<file path="src/rtl/rrc_matched_rx_if.sv">
// rtl/rrc_matched_rx_if.sv - sample input, filter monitor and symbol handshake bundle
interface rrc_matched_rx_if;
  logic signed [15:0] din;
  logic               din_valid;
  logic               sym_ready;
  logic        [1:0]  sym;
  logic               sym_valid;
  logic signed [27:0] filt_out;
  logic               filt_valid;
  logic               locked;
  logic               overflow;

  modport master (
    output din, din_valid, sym_ready,
    input  sym, sym_valid, filt_out, filt_valid, locked, overflow
  );

  modport slave (
    input  din, din_valid, sym_ready,
    output sym, sym_valid, filt_out, filt_valid, locked, overflow
  );
endinterface

</file>
<file path="src/rtl/rrc_matched_rx.sv">
// rtl/rrc_matched_rx.sv - 11-tap matched filter, symbol-rate decimator, 4-level slicer, 2-deep FIFO
module rrc_matched_rx #(
  parameter int SPS    = 1,
  parameter int PHASE  = 0,
  parameter int THRESH = 17672
) (
  input  logic               clk,
  input  logic               rst,
  rrc_matched_rx_if.slave    bus
);
  typedef enum logic {FILL, RUN} state_t;

  localparam logic signed [7:0] COEF [11] = '{8'sd4, 8'sd6, 8'sd8, 8'sd10, 8'sd12, 8'sd14,
                                               8'sd12, 8'sd10, 8'sd8, 8'sd6, 8'sd4};
  localparam logic signed [27:0] TH_POS  = 28'(THRESH);
  localparam logic signed [27:0] TH_NEG  = 28'(-THRESH);
  localparam logic        [3:0]  PH_LAST = 4'(SPS - 1);
  localparam logic        [3:0]  PH_TAKE = 4'(PHASE);

  state_t             state;
  logic signed [15:0] taps [11];
  logic        [3:0]  fill_cnt;
  logic        [3:0]  phase_cnt;
  logic               s1_valid;
  logic               s1_take;
  logic               s2_take;
  logic signed [27:0] acc;
  logic        [1:0]  slice;
  logic        [1:0]  fifo_mem [2];
  logic               rd_ptr;
  logic               wr_ptr;
  logic        [1:0]  count;
  logic               full;
  logic               pop;
  logic               push;

  always_comb begin
    acc = '0;
    for (int i = 0; i < 11; i++)
      acc = acc + 28'(taps[i]) * 28'(COEF[i]);
  end

  // Gray code: -3=00, -1=01, +1=11, +3=10; ties round toward the upper level
  always_comb begin
    slice = 2'b00;
    if (bus.filt_out >= TH_POS)
      slice = 2'b10;
    else if (bus.filt_out >= 28'sd0)
      slice = 2'b11;
    else if (bus.filt_out >= TH_NEG)
      slice = 2'b01;
  end

  assign full          = (count == 2'd2);
  assign pop           = (count != 2'd0) && bus.sym_ready;
  assign push          = s2_take && (!full || pop);
  assign bus.sym       = fifo_mem[rd_ptr];
  assign bus.sym_valid = (count != 2'd0);

  always_ff @(posedge clk) begin
    if (rst) begin
      state          <= FILL;
      fill_cnt       <= '0;
      phase_cnt      <= '0;
      s1_valid       <= 1'b0;
      s1_take        <= 1'b0;
      s2_take        <= 1'b0;
      rd_ptr         <= 1'b0;
      wr_ptr         <= 1'b0;
      count          <= '0;
      bus.filt_out   <= '0;
      bus.filt_valid <= 1'b0;
      bus.locked     <= 1'b0;
      bus.overflow   <= 1'b0;
      for (int i = 0; i < 11; i++) taps[i] <= '0;
      for (int i = 0; i < 2; i++) fifo_mem[i] <= '0;
    end else begin
      s1_valid <= bus.din_valid;
      // The sample that completes the fill is already eligible for a decision
      s1_take  <= bus.din_valid && (phase_cnt == PH_TAKE) &&
                  ((state == RUN) || (fill_cnt == 4'd10));
      s2_take  <= s1_take;

      if (bus.din_valid) begin
        taps[0] <= bus.din;
        for (int i = 1; i < 11; i++) taps[i] <= taps[i-1];
        phase_cnt <= (phase_cnt == PH_LAST) ? 4'd0 : phase_cnt + 4'd1;
        if (state == FILL) begin
          if (fill_cnt == 4'd10) begin
            state      <= RUN;
            bus.locked <= 1'b1;
          end else begin
            fill_cnt <= fill_cnt + 4'd1;
          end
        end
      end

      bus.filt_valid <= s1_valid;
      if (s1_valid) bus.filt_out <= acc;

      // When full, wr_ptr equals rd_ptr, so a simultaneous pop frees the slot being written
      if (push) begin
        fifo_mem[wr_ptr] <= slice;
        wr_ptr           <= ~wr_ptr;
      end
      if (pop) rd_ptr <= ~rd_ptr;
      unique case ({push, pop})
        2'b10:   count <= count + 2'd1;
        2'b01:   count <= count - 2'd1;
        default: count <= count;
      endcase
      if (s2_take && full && !pop) bus.overflow <= 1'b1;
    end
  end
endmodule
</file>
<file path="src/flat_wrapper.sv">
// flat-port wrapper written by rule: the top's interface ports become plain ports
module rrc_matched_rx_flat 
#(
  parameter int SPS    = 1,
  parameter int PHASE  = 0,
  parameter int THRESH = 17672
)
  (clk, rst, bus_din, bus_din_valid, bus_sym_ready, bus_sym, bus_sym_valid, bus_filt_out, bus_filt_valid, bus_locked, bus_overflow);
  rrc_matched_rx_if bus_i ();
  input  logic clk;
  input  logic rst;
  input wire logic [$bits(bus_i.din)-1:0] bus_din;
  input wire logic [$bits(bus_i.din_valid)-1:0] bus_din_valid;
  input wire logic [$bits(bus_i.sym_ready)-1:0] bus_sym_ready;
  output wire logic [$bits(bus_i.sym)-1:0] bus_sym;
  output wire logic [$bits(bus_i.sym_valid)-1:0] bus_sym_valid;
  output wire logic [$bits(bus_i.filt_out)-1:0] bus_filt_out;
  output wire logic [$bits(bus_i.filt_valid)-1:0] bus_filt_valid;
  output wire logic [$bits(bus_i.locked)-1:0] bus_locked;
  output wire logic [$bits(bus_i.overflow)-1:0] bus_overflow;
  assign bus_i.din = bus_din;
  assign bus_i.din_valid = bus_din_valid;
  assign bus_i.sym_ready = bus_sym_ready;
  assign bus_sym = bus_i.sym;
  assign bus_sym_valid = bus_i.sym_valid;
  assign bus_filt_out = bus_i.filt_out;
  assign bus_filt_valid = bus_i.filt_valid;
  assign bus_locked = bus_i.locked;
  assign bus_overflow = bus_i.overflow;
  rrc_matched_rx #(.SPS(SPS), .PHASE(PHASE), .THRESH(THRESH)) u_core (.clk(clk), .rst(rst), .bus(bus_i));
endmodule
</file>
<file path="config.mk">
export PLATFORM = sky130hd
export DESIGN_NAME = rrc_matched_rx_flat
export DESIGN_NICKNAME = d
export VERILOG_FILES = /design/src/rtl/rrc_matched_rx_if.sv /design/src/rtl/rrc_matched_rx.sv /design/src/flat_wrapper.sv
export SDC_FILE = /design/constraint.sdc
export NUM_CORES = 1
export LEC_CHECK = 0
export BUFFER_PORTS_ARGS = -buffer_cell sky130_fd_sc_hd__buf_4
export CAP_MARGIN = 0
export CORE_UTILIZATION = 40
export DETAILED_ROUTE_END_ITERATION = 10
export MAX_ROUTING_LAYER = met4
export PLACE_DENSITY = 0.59
export SYNTH_ARGS = -nofsm -noshare
export SYNTH_HDL_FRONTEND = slang
export SYNTH_SLANG_ARGS = --single-unit
</file>
<file path="constraint.sdc">
create_clock -name clk -period 13.05 [get_ports clk]
set_input_delay 3.915 -clock clk [delete_from_list [all_inputs] [get_ports clk]]
set_output_delay 3.915 -clock clk [all_outputs]
set_load 0.02 [all_outputs]
</file>
==> results of run 1 <==
synthesized netlist by cell type, drive strengths merged (47+ instances only):
cell type | n | area (µm²)
a21oi | 98 | 502
and2 | 169 | 1060
dfxtp | 47 | 941
edfxtp | 180 | 5410
fa | 181 | 3620
ha | 257 | 3220
inv | 358 | 1340
nand2 | 79 | 297
nor2 | 110 | 413
nor2b | 47 | 294
o21ai | 70 | 350
xnor2 | 54 | 473
xor2 | 52 | 455
layer usage:
layer	part of all wire (%)	track usage, %
met2	46	32.7
met3	3.3	1.95
met4	2.6	5.12
met5	0	-
met1	48	27.7
final cells by class:
class                      instances  share of cell area, %
clock buffer                      45                   3.56
clock inverter                     6                  0.438
inverter                         359                   5.68
multi-input combinational       1532                   58.1
sequential                       227                   26.7
tap                              688                   3.63
timing repair buffer              59                   1.87
worst max path at each step:
stage / start / end / depth (start not counted)
2_1_floorplan: u_core.taps[0][17] / u_core.bus.filt_out[24] / 31
3_3_place_gp: u_core.taps[0][18] / u_core.bus.filt_out[22] / 28
6_report: u_core.taps[0][18] / u_core.bus.filt_out[22] / 28
3_5_place_dp: u_core.taps[0][18] / u_core.bus.filt_out[22] / 28
4_1_cts: u_core.taps[0][18] / u_core.bus.filt_out[22] / 28
5_1_grt: u_core.taps[0][18] / u_core.bus.filt_out[22] / 28
kinds of logic after synthesis:
group / after synthesis / synth area share (%)
AOI/OAI and AO/OA: 404 / 12.8
adders and majority gates: 438 / 31.6
DFF: 227 / 29.3
buffers and inverters: 400 / 7.07
and+or+nand+nor: 565 / 14.0
xor gates and xnor gates: 106 / 4.29
muxes: 18 / 0.844
other: 1 / 0.0173
per-stage QoR:
stage               utilization, %  std cells  instance area (µm²)  setup slack, ns
finish                        44.8       2916                23700             3.87
global placement              43.0       2865                22800             4.28
CTS                           44.8       2916                23700             3.87
detailed placement            43.0       2865                22800             3.99
floorplan                        -       2159                21600             5.22
global route                  44.8       2916                23700             3.33
registers in the layout, indices dropped and copies added (netlist names), named ones only:
signal,flops
u_core.taps,176
u_core.bus.filt_out,27
u_core.fifo_mem,4
u_core.fill_cnt,4
u_core.phase_cnt,4
u_core.count,2
u_core.bus.filt_valid,1
u_core.bus.locked,1
u_core.bus.overflow,1
u_core.rd_ptr,1
u_core.s1_take,1
u_core.s1_valid,1
u_core.s2_take,1
u_core.state,1
u_core.wr_ptr,1
cell usage in the layout, fill, tap and decap left out, types with 20 or more instances in the layout:
| master | instances |
|---|---|
| o21ai_0 | 67 |
| a21o_1 | 45 |
| inv_1 | 358 |
| nand4_1 | 20 |
| xor2_1 | 52 |
| nand2_1 | 79 |
| nor3_1 | 32 |
| a211oi_1 | 28 |
| clkbuf_16 | 30 |
| dfxtp_1 | 47 |
| nor2_1 | 110 |
| xnor2_1 | 54 |
| a21oi_1 | 95 |
| nand3_1 | 31 |
| buf_4 | 59 |
| fa_1 | 181 |
| nor2b_1 | 46 |
| and2_1 | 168 |
| o21a_1 | 25 |
| ha_1 | 257 |
| edfxtp_1 | 180 |
critical path: cells and delay by family, from the launching register on:
| family | cells | cell delay [ns] |
|---|---|---|
| AND/OR/NAND/NOR | 2 | 0.59 |
| AO/OA/AOI/OAI | 13 | 3.34 |
| flip-flops | 1 | 0.42 |
| buffers and inverters | 3 | 0.18 |
| XOR/XNOR | 1 | 0.52 |
| adder cells (fa/ha/maj) | 9 | 3.99 |
==> impl_metrics.csv, run 1 <==
group,metric,value,unit
timing,finalCritPeriodShare,70.3,%
timing,tns,0,ns
setup_path,worstSetupPathType,"register to register",
global_routing,grt.overflow.total,0,
run,maxCapViolCount,0,
clocking,cts_tree,"done",
setup_path,regToRegSetupSlack,3.87,ns
layout,num-nets-final,2665,
min_path,worstHoldPathCells,1,
layout,multiInputGateArea,13800,µm²
clocking,cts_resized,0,
logic_synthesis,async_reset_ff_share,0,%
logic_synthesis,synth_seq_cells,227,
clocking,ctsHtreeMaxLevel,1,
setup_path,critPathMostFrequentCell,"fa_1",
logic_synthesis,synth_area_per_cell,10.0,µm²
floorplanning,core_area,53000,µm²
placed_design,portBuffers,52,
floorplanning,dieArea,55100,µm²
logic_synthesis,ys_seq_area_share,29.3,%
timing,hold_viol_final,0,
clocking,numCtsBuffers,28,
clocking,cts.sinks,227,
clocking,cts_setup_buffers,0,
timing,min_period,9.18,ns
placed_design,hpwlAfterDp,42100,µm
clocking,clock_latency,0.60,ns
global_routing,grt_max_degree,89,
logic_synthesis,syn-cell-area,21600,µm²
setup_path,cpPeakStageDelay,0.57,ns
setup_path,r2r_end,"u_core.bus.filt_out[22]",
logic_synthesis,synth_edf_count,180,
detailed_routing,vias,15300,
detailed_routing,drt_iter0_drc,880,
global_routing,grtUsageTotal,20.4,%
detailed_routing,drt_first_pass_iters,5,
floorplanning,dieWidth,235,µm
clocking,cts-root-buf,"clkbuf_16",
setup_path,worstPathRequired,13.50,ns
logic_synthesis,synth_ff_type,"edfxtp_1",
floorplanning,chipHeight,235,µm
placed_design,gp_congestion,0.869,
min_path,hold_path_end,"u_core.s2_take",
logic_synthesis,syn-num-nets,2617,
global_routing,antenna_found_initial,0,
timing,rsz0062_at_grt,"false",
detailed_routing,avgRoutedWirePerCell,18.2,µm
min_path,worstHoldPathType,"register to register",
setup_path,start_kind,"register",
clocking,cts.path.max_buffers,3,
layout,regArea,6350,µm²
min_path,min_from,"u_core.s1_take",
layout,fillers,5102,
detailed_routing,viasPerCell,5.26,
timing,hold_ws,0.456,ns
logic_synthesis,ys_types,79,
timing,slew_violations,0,
global_routing,grt_pass1_vias,15700,
setup_path,worstReg2RegStart,"u_core.taps[0][18]",
detailed_routing,drc,0,
detailed_routing,wirelength,53200,µm
timing,fin_skew,0.0252,ns
layout,final_layout_size_suffix_gt1_share,5.57,%
floorplanning,num_rows,84,
floorplanning,initial_utilization,40.9,%
clocking,hold_buffers,0,
detailed_routing,drtAntennaViolNets,0,
setup_path,cp.arrival,9.63,ns
timing,worst_pin_slew,1.01,ns
layout,syn_to_final_growth,9.61,%
timing,fmax,109,MHz
clocking,cts.reportedPaths.clkPinSlew,0.06,ns
logic_synthesis,synth_cells,2159,
global_routing,grt_pass1_wl,86700,µm
layout,diodes,0,
run_status,status,"finished, final reports clean",
timing,finalSetupViolCount,0,
floorplanning,ios,54,
logic_synthesis,yosysWarnings,0,
setup_path,rr_worst_depth,28,
timing,relSlewSlack,32.9,%
setup_path,critPathSlowestCell,"fa_1",
setup_path,crit_path_max_fanout,9,
setup_path,endpoint_kind,"register",
Power of run 1 is not shown: default switching activity piles up to over one toggle a cycle in this logic, so the estimate is an artifact.
==> inputs of run 2 (changes only) <==
--- a/config.mk
+++ b/config.mk
@@ -5,12 +5,13 @@
 export SDC_FILE = /design/constraint.sdc
 export NUM_CORES = 1
 export LEC_CHECK = 0
+export ABC_AREA = 1
 export BUFFER_PORTS_ARGS = -buffer_cell sky130_fd_sc_hd__buf_4
 export CAP_MARGIN = 0
 export CORE_UTILIZATION = 40
 export DETAILED_ROUTE_END_ITERATION = 10
 export MAX_ROUTING_LAYER = met4
-export PLACE_DENSITY = 0.59
+export PLACE_DENSITY = 0.61
 export SYNTH_ARGS = -nofsm -noshare
 export SYNTH_HDL_FRONTEND = slang
 export SYNTH_SLANG_ARGS = --single-unit
==> constraint.sdc (replaced) <==
create_clock -name clk -period 7.7 [get_ports clk]
set_input_delay 2.31 -clock clk [delete_from_list [all_inputs] [get_ports clk]]
set_output_delay 2.31 -clock clk [all_outputs]
set_load 0.02 [all_outputs]
==> impl_metrics.csv, run 2 <==
group,metric,value,unit
layout,mostFrequentLayoutCell,"inv_1",
run,maxCapViolCount,0,
detailed_routing,drc,0,
logic_synthesis,synth_edf_count,180,
setup_path,worstSetupPathType,"register to register",
timing,finalCritPeriodShare,97.1,%
setup_path,worstReg2RegStart,"u_core.taps[0][18]",
run_status,status,"finished, final reports clean",
timing,hold_ws,0.413,ns
clocking,ctsHtreeMaxLevel,1,
clocking,cts.sinks,227,
layout,final_cell_mix,"inv_1 (700), nand2_1 (476), nor2_1 (322)",
placed_design,portBuffers,52,
setup_path,endpoint_kind,"register",
setup_path,r2r_end,"u_core.bus.filt_out[22]",
timing,hold_viol_final,0,
logic_synthesis,synth_compound_area_share,7.49,%
global_routing,grt_pass1_vias,18000,
layout,final_layout_size_suffix_gt1_share,8.83,%
logic_synthesis,synth.top_cell.area_share,23.7,%
floorplanning,ios,54,
setup_path,critPathMostFrequentCell,"nand2_1",
logic_synthesis,syn-num-nets,3291,
setup_path,rr_worst_depth,36,
clocking,clock_latency,0.60,ns
setup_path,start_kind,"register",
timing,slew_violations,0,
detailed_routing,avgRoutedWirePerCell,17.0,µm
global_routing,grt_pass1_wl,99400,µm
floorplanning,dieWidth,241,µm
logic_synthesis,yosys.area_share.simple,18.4,%
layout,top_regs,"u_core.taps: 176 flops, u_core.bus.filt_out: 27 flops",
detailed_routing,drt_iter0_drc,1209,
placed_design,gp_congestion,0.941,
logic_synthesis,synthMostInstantiatedCell,"inv_1",
clocking,cts_tree,"done",
detailed_routing,wl_met1,30100,µm
clocking,cts-root-buf,"clkbuf_16",
logic_synthesis,synth_area_per_cell,8.06,µm²
detailed_routing,drtAntennaViolNets,0,
timing,relSlewSlack,50.4,%
logic_synthesis,synth_ff_type,"edfxtp_1",
logic_synthesis,synth_top_family_by_area,"adder cells",
global_routing,grt.overflow.total,0,
detailed_routing,wirelength,63000,µm
layout,syn_to_final_growth,12.7,%
logic_synthesis,syn-cell-area,22800,µm²
setup_path,worstPathRequired,8.17,ns
setup_path,regToRegSetupSlack,0.22,ns
min_path,hold_path_end,"u_core.s2_take",
global_routing,grt_max_degree,99,
detailed_routing,viasPerCell,4.89,
layout,num-nets-final,3378,
clocking,cts.path.max_buffers,3,
logic_synthesis,synthMuxAreaShare,0.0986,%
min_path,worstHoldPathCells,2,
setup_path,cpPeakStageDelay,0.57,ns
floorplanning,chipHeight,241,µm
logic_synthesis,synth_seq_cells,227,
floorplanning,initial_utilization,40.5,%
logic_synthesis,synth_fa_ha_area_share,29.9,%
logic_synthesis,ys_types,51,
min_path,min_from,"u_core.s1_take",
timing,rsz0062_at_grt,"true",
detailed_routing,highest_layer,"met4",
layout,max_flop_register,"u_core.taps",
logic_synthesis,ys_seq_area_share,27.8,%
placed_design,dpl_cell_area,24200,µm²
detailed_routing,vias,18100,
setup_path,cp.arrival,7.94,ns
clocking,hold_buffers,0,
floorplanning,num_rows,87,
logic_synthesis,synthTopCellsByCount,"inv_1 (706), nand2_1 (499), nor2_1 (334)",
detailed_routing,wl_met2,29000,µm
timing,fin_skew,0.0283,ns
setup_path,critPathSlowestCell,"fa_1",
layout,postLayoutCellArea,25700,µm²
timing,min_period,7.48,ns
setup_path,crit_path_max_fanout,4,
timing,worst_pin_slew,0.744,ns
min_path,worstHoldPathType,"register to register",
clocking,cts.reportedPaths.clkPinSlew,0.06,ns
setup_path,cp_top_family,"adder cells",
logic_synthesis,synth_cells,2833,
global_routing,antenna_found_initial,0,
logic_synthesis,yosysWarnings,0,
timing,finalSetupViolCount,0,
layout,diodes,0,
logic_synthesis,async_reset_ff_share,0,%
logic_synthesis,yosysTopAreaCell,"edfxtp_1",
detailed_routing,wl_met3,2360,µm
setup_path,crit_buf_inv,7,
timing,fmax,134,MHz
floorplanning,dieArea,58100,µm²
detailed_routing,drt_first_pass_iters,7,
global_routing,grtUsageTotal,22.9,%
clocking,numCtsBuffers,29,
layout,largest_register_ffs,176,
logic_synthesis,synth_xor_area_share,3.79,%
placed_design,hpwlAfterDp,51600,µm
floorplanning,core_area,56400,µm²
logic_synthesis,synthTopCellsByArea,"edfxtp_1 (24%), fa_1 (16%), ha_1 (14%)",
run 2: changes by cell type after synthesis, moves of 22 or more:
cell | previous run | this run
and2_1 | 168 | 1
a21oi_1 | 95 | 144
a211oi_1 | 28 | 0
inv_1 | 358 | 706
a21o_1 | 45 | 15
nand3_1 | 31 | 120
nor2b_1 | 47 | 0
o21a_1 | 25 | 3
nor2_1 | 110 | 334
nand2_1 | 79 | 499
run 2: routing by layer:
layer  GRT usage, %  up-vias
met3           2.26       75
met1           31.5     8673
met4           4.99        0
met2           36.5      301
li1               -     9030
met5              -        -
run 2: per-stage QoR:
step / setup TNS, ns / std cells / utilization, % / setup WS (ns)
floorplan: 0 / 2833 / - / 0.595
global placement: -0.0570 / 3632 / 42.9 / -0.0570
detailed placement: -0.326 / 3632 / 42.9 / -0.101
CTS: 0 / 3686 / 44.7 / 0.00825
global route: -1.07 / 3699 / 45.7 / -0.179
finish: 0 / 3699 / 45.7 / 0.222
run 2: worst register-to-register path, delay by kind of cell, from the launching register on:
family	cells	cell delay [ns]
AOI/OAI and AO/OA	5	0.85
adders and majority gates	9	3.77
buffers and inverters	7	0.72
DFF	1	0.46
and+or+nand+nor	15	1.55
run 2: repair_timing:
action	CTS	global route
pin swaps	1	28
buffers inserted	0	13
setup endpoints to repair	7	13
resized for setup	7	106
run 2: cell type report:
cell class	instances	area [µm²]
Tap cell	756	946
Timing Repair Buffer	86	662
Clock inverter	15	145
Clock buffer	39	850
Sequential cell	227	6350
Inverter	708	2660
Multi-Input combinational cell	1868	14100
Fill cell	5735	30600
run 2: cell families (layout without fill, tap and decap cells):
| kind of cell | after synthesis | after routing |
|---|---|---|
| XOR/XNOR | 98 | 98 |
| AND/OR/NAND/NOR | 1030 | 1030 |
| other | 1 | 1 |
| multiplexers | 2 | 2 |
| buffers and inverters | 738 | 848 |
| adder cells (fa/ha/maj) | 438 | 438 |
| flip-flops | 227 | 227 |
| AO/OA/AOI/OAI | 299 | 299 |
run 2: worst max-delay path by stage:
stage	from	endpoint	slack, ns	depth (start not counted)
final	u_core.taps[0][18]	u_core.bus.filt_out[22]	0.22	36
after global routing	u_core.taps[0][18]	u_core.bus.filt_out[27]	-0.18	39
after CTS	u_core.taps[0][18]	u_core.bus.filt_out[27]	0.008	38
after detailed placement	u_core.taps[0][19]	u_core.bus.filt_out[19]	-0.10	34
after global placement	u_core.taps[0][19]	u_core.bus.filt_out[19]	-0.06	34
after floorplan	rst	u_core.taps[0][0]	0.60	4
Power of run 2 is left out for the same reason.
==> inputs of run 3 (changes only) <==
--- a/config.mk
+++ b/config.mk
@@ -11,7 +11,7 @@
 export CORE_UTILIZATION = 40
 export DETAILED_ROUTE_END_ITERATION = 10
 export MAX_ROUTING_LAYER = met4
-export PLACE_DENSITY = 0.61
+export PLACE_DENSITY = 0.59
 export SYNTH_ARGS = -nofsm -noshare
 export SYNTH_HDL_FRONTEND = slang
 export SYNTH_SLANG_ARGS = --single-unit
==> constraint.sdc (replaced) <==
create_clock -name clk -period 7.85 [get_ports clk]
set_input_delay 2.355 -clock clk [delete_from_list [all_inputs] [get_ports clk]]
set_output_delay 2.355 -clock clk [all_outputs]
set_load 0.02 [all_outputs]
==> impl_metrics.csv, run 3 (synthesis results as in run 2) <==
group,metric,value,unit
clocking,clock_latency,0.59,ns
detailed_routing,viasPerCell,4.92,
setup_path,cp.arrival,8.08,ns
global_routing,grtUsageTotal,23.0,%
clocking,numCtsBuffers,30,
floorplanning,dieWidth,241,µm
timing,fin_skew,0.0176,ns
setup_path,critPathMostFrequentCell,"nand2_1",
layout,max_flop_register,"u_core.taps",
setup_path,crit_path_max_fanout,4,
timing,hold_viol_final,0,
layout,postLayoutCellArea,25300,µm²
clocking,cts.path.max_buffers,3,
min_path,worstHoldPathType,"register to register",
floorplanning,dieArea,58100,µm²
clocking,cts.sinks,227,
floorplanning,core_area,56400,µm²
timing,fmax,132,MHz
layout,fillers,5718,
detailed_routing,drt_first_pass_iters,6,
setup_path,cpPeakStageDelay,0.54,ns
floorplanning,chipHeight,241,µm
clocking,cts-root-buf,"clkbuf_16",
timing,finalSetupViolCount,0,
layout,final_cell_mix,"inv_1 (706), nand2_1 (494), nor2_1 (326)",
layout,final_layout_size_suffix_gt1_share,6.19,%
placed_design,dpl_cell_area,24100,µm²
detailed_routing,avgRoutedWirePerCell,17.0,µm
floorplanning,num_rows,87,
timing,hold_ws,0.413,ns
layout,top_regs,"u_core.taps: 176 flops, u_core.bus.filt_out: 27 flops",
layout,diodes,0,
setup_path,critPathSlowestCell,"fa_1",
setup_path,worstSetupPathType,"register to register",
global_routing,grt_pass1_wl,99900,µm
clocking,hold_buffers,0,
placed_design,portBuffers,52,
timing,relSlewSlack,45.8,%
timing,finalCritPeriodShare,96.7,%
detailed_routing,drtAntennaViolNets,0,
detailed_routing,drt_iter0_drc,1168,
setup_path,start_kind,"register",
clocking,ctsHtreeMaxLevel,1,
layout,final_util,44.8,%
layout,largest_register_ffs,176,
setup_path,endpoint_kind,"register",
global_routing,grt_max_degree,102,
placed_design,gp_congestion,0.939,
detailed_routing,vias,18100,
layout,syn_to_final_growth,10.7,%
clocking,cts_tree,"done",
placed_design,hpwlAfterDp,51500,µm
run_status,status,"finished, final reports clean",
clocking,cts.reportedPaths.clkPinSlew,0.06,ns
global_routing,grt_pass1_vias,18100,
layout,mostFrequentLayoutCell,"inv_1",
timing,worst_pin_slew,0.813,ns
layout,num-nets-final,3358,
floorplanning,ios,54,
floorplanning,initial_utilization,40.5,%
setup_path,worstPathRequired,8.34,ns
global_routing,antenna_found_initial,0,
detailed_routing,drc,0,
global_routing,grt.overflow.total,0,
detailed_routing,wirelength,62700,µm
run,maxCapViolCount,0,
timing,min_period,7.59,ns
timing,slew_violations,0,
==> run 3: metrics by stage <==
step | setup slack (ns) | setup TNS, ns | cells
final | 0.260 | 0 | 3680
after global routing | -0.0701 | -0.367 | 3680
after CTS | 0.0131 | 0 | 3678
after detailed placement | -0.0402 | -0.0609 | 3622
after global placement | 0.0458 | 0 | 3622
after floorplan | 0.700 | 0 | 2833
==> run 3: worst max-delay path: cells and delay by family (launching register included) <==
| kind | cells | cell delay, ns |
|---|---|---|
| adder cells (fa/ha/maj) | 9 | 3.70 |
| AND/OR/NAND/NOR | 10 | 1.00 |
| AO/OA/AOI/OAI | 6 | 1.18 |
| flip-flops | 1 | 0.41 |
| buffers and inverters | 9 | 0.79 |
| XOR/XNOR | 2 | 0.39 |
==> run 3: layout make-up <==
| type | count | area, µm² | area share, % |
|---|---|---|---|
| Tap cell | 756 | 946 | 3.74 |
| Clock inverter | 17 | 165 | 0.653 |
| Sequential cell | 227 | 6350 | 25.1 |
| Multi-Input combinational cell | 1868 | 13800 | 54.7 |
| Inverter | 708 | 2660 | 10.5 |
| Timing Repair Buffer | 65 | 500 | 1.98 |
| Clock buffer | 39 | 826 | 3.27 |
==> run 3: layer usage <==
| metal | global-route usage (%) | wire length [µm] | up-vias |
|---|---|---|---|
| met2 | 36.8 | 28900 | 366 |
| met5 | - | 0 | - |
| met4 | 5.22 | 1320 | 0 |
| met3 | 1.85 | 2590 | 55 |
| met1 | 31.8 | 29900 | 8698 |
| li1 | - | - | 8979 |
==> run 3: worst paths after layout <==
kind                        endpoint               start  cells past startpoint  slack [ns]
max          u_core.bus.filt_out[20]  u_core.taps[0][18]                     36        0.26
min                   u_core.s2_take      u_core.s1_take                      2        0.41
max reg2reg  u_core.bus.filt_out[20]  u_core.taps[0][18]                     36        0.26
min reg2reg           u_core.s2_take      u_core.s1_take                      2        0.41
==> run 3: timing repair <==
action,in CTS,in global routing
resized for setup,1,42
setup endpoints to repair,2,12
pin swaps,0,4
buffers inserted,0,2
Power of run 3 is left out for the same reason.
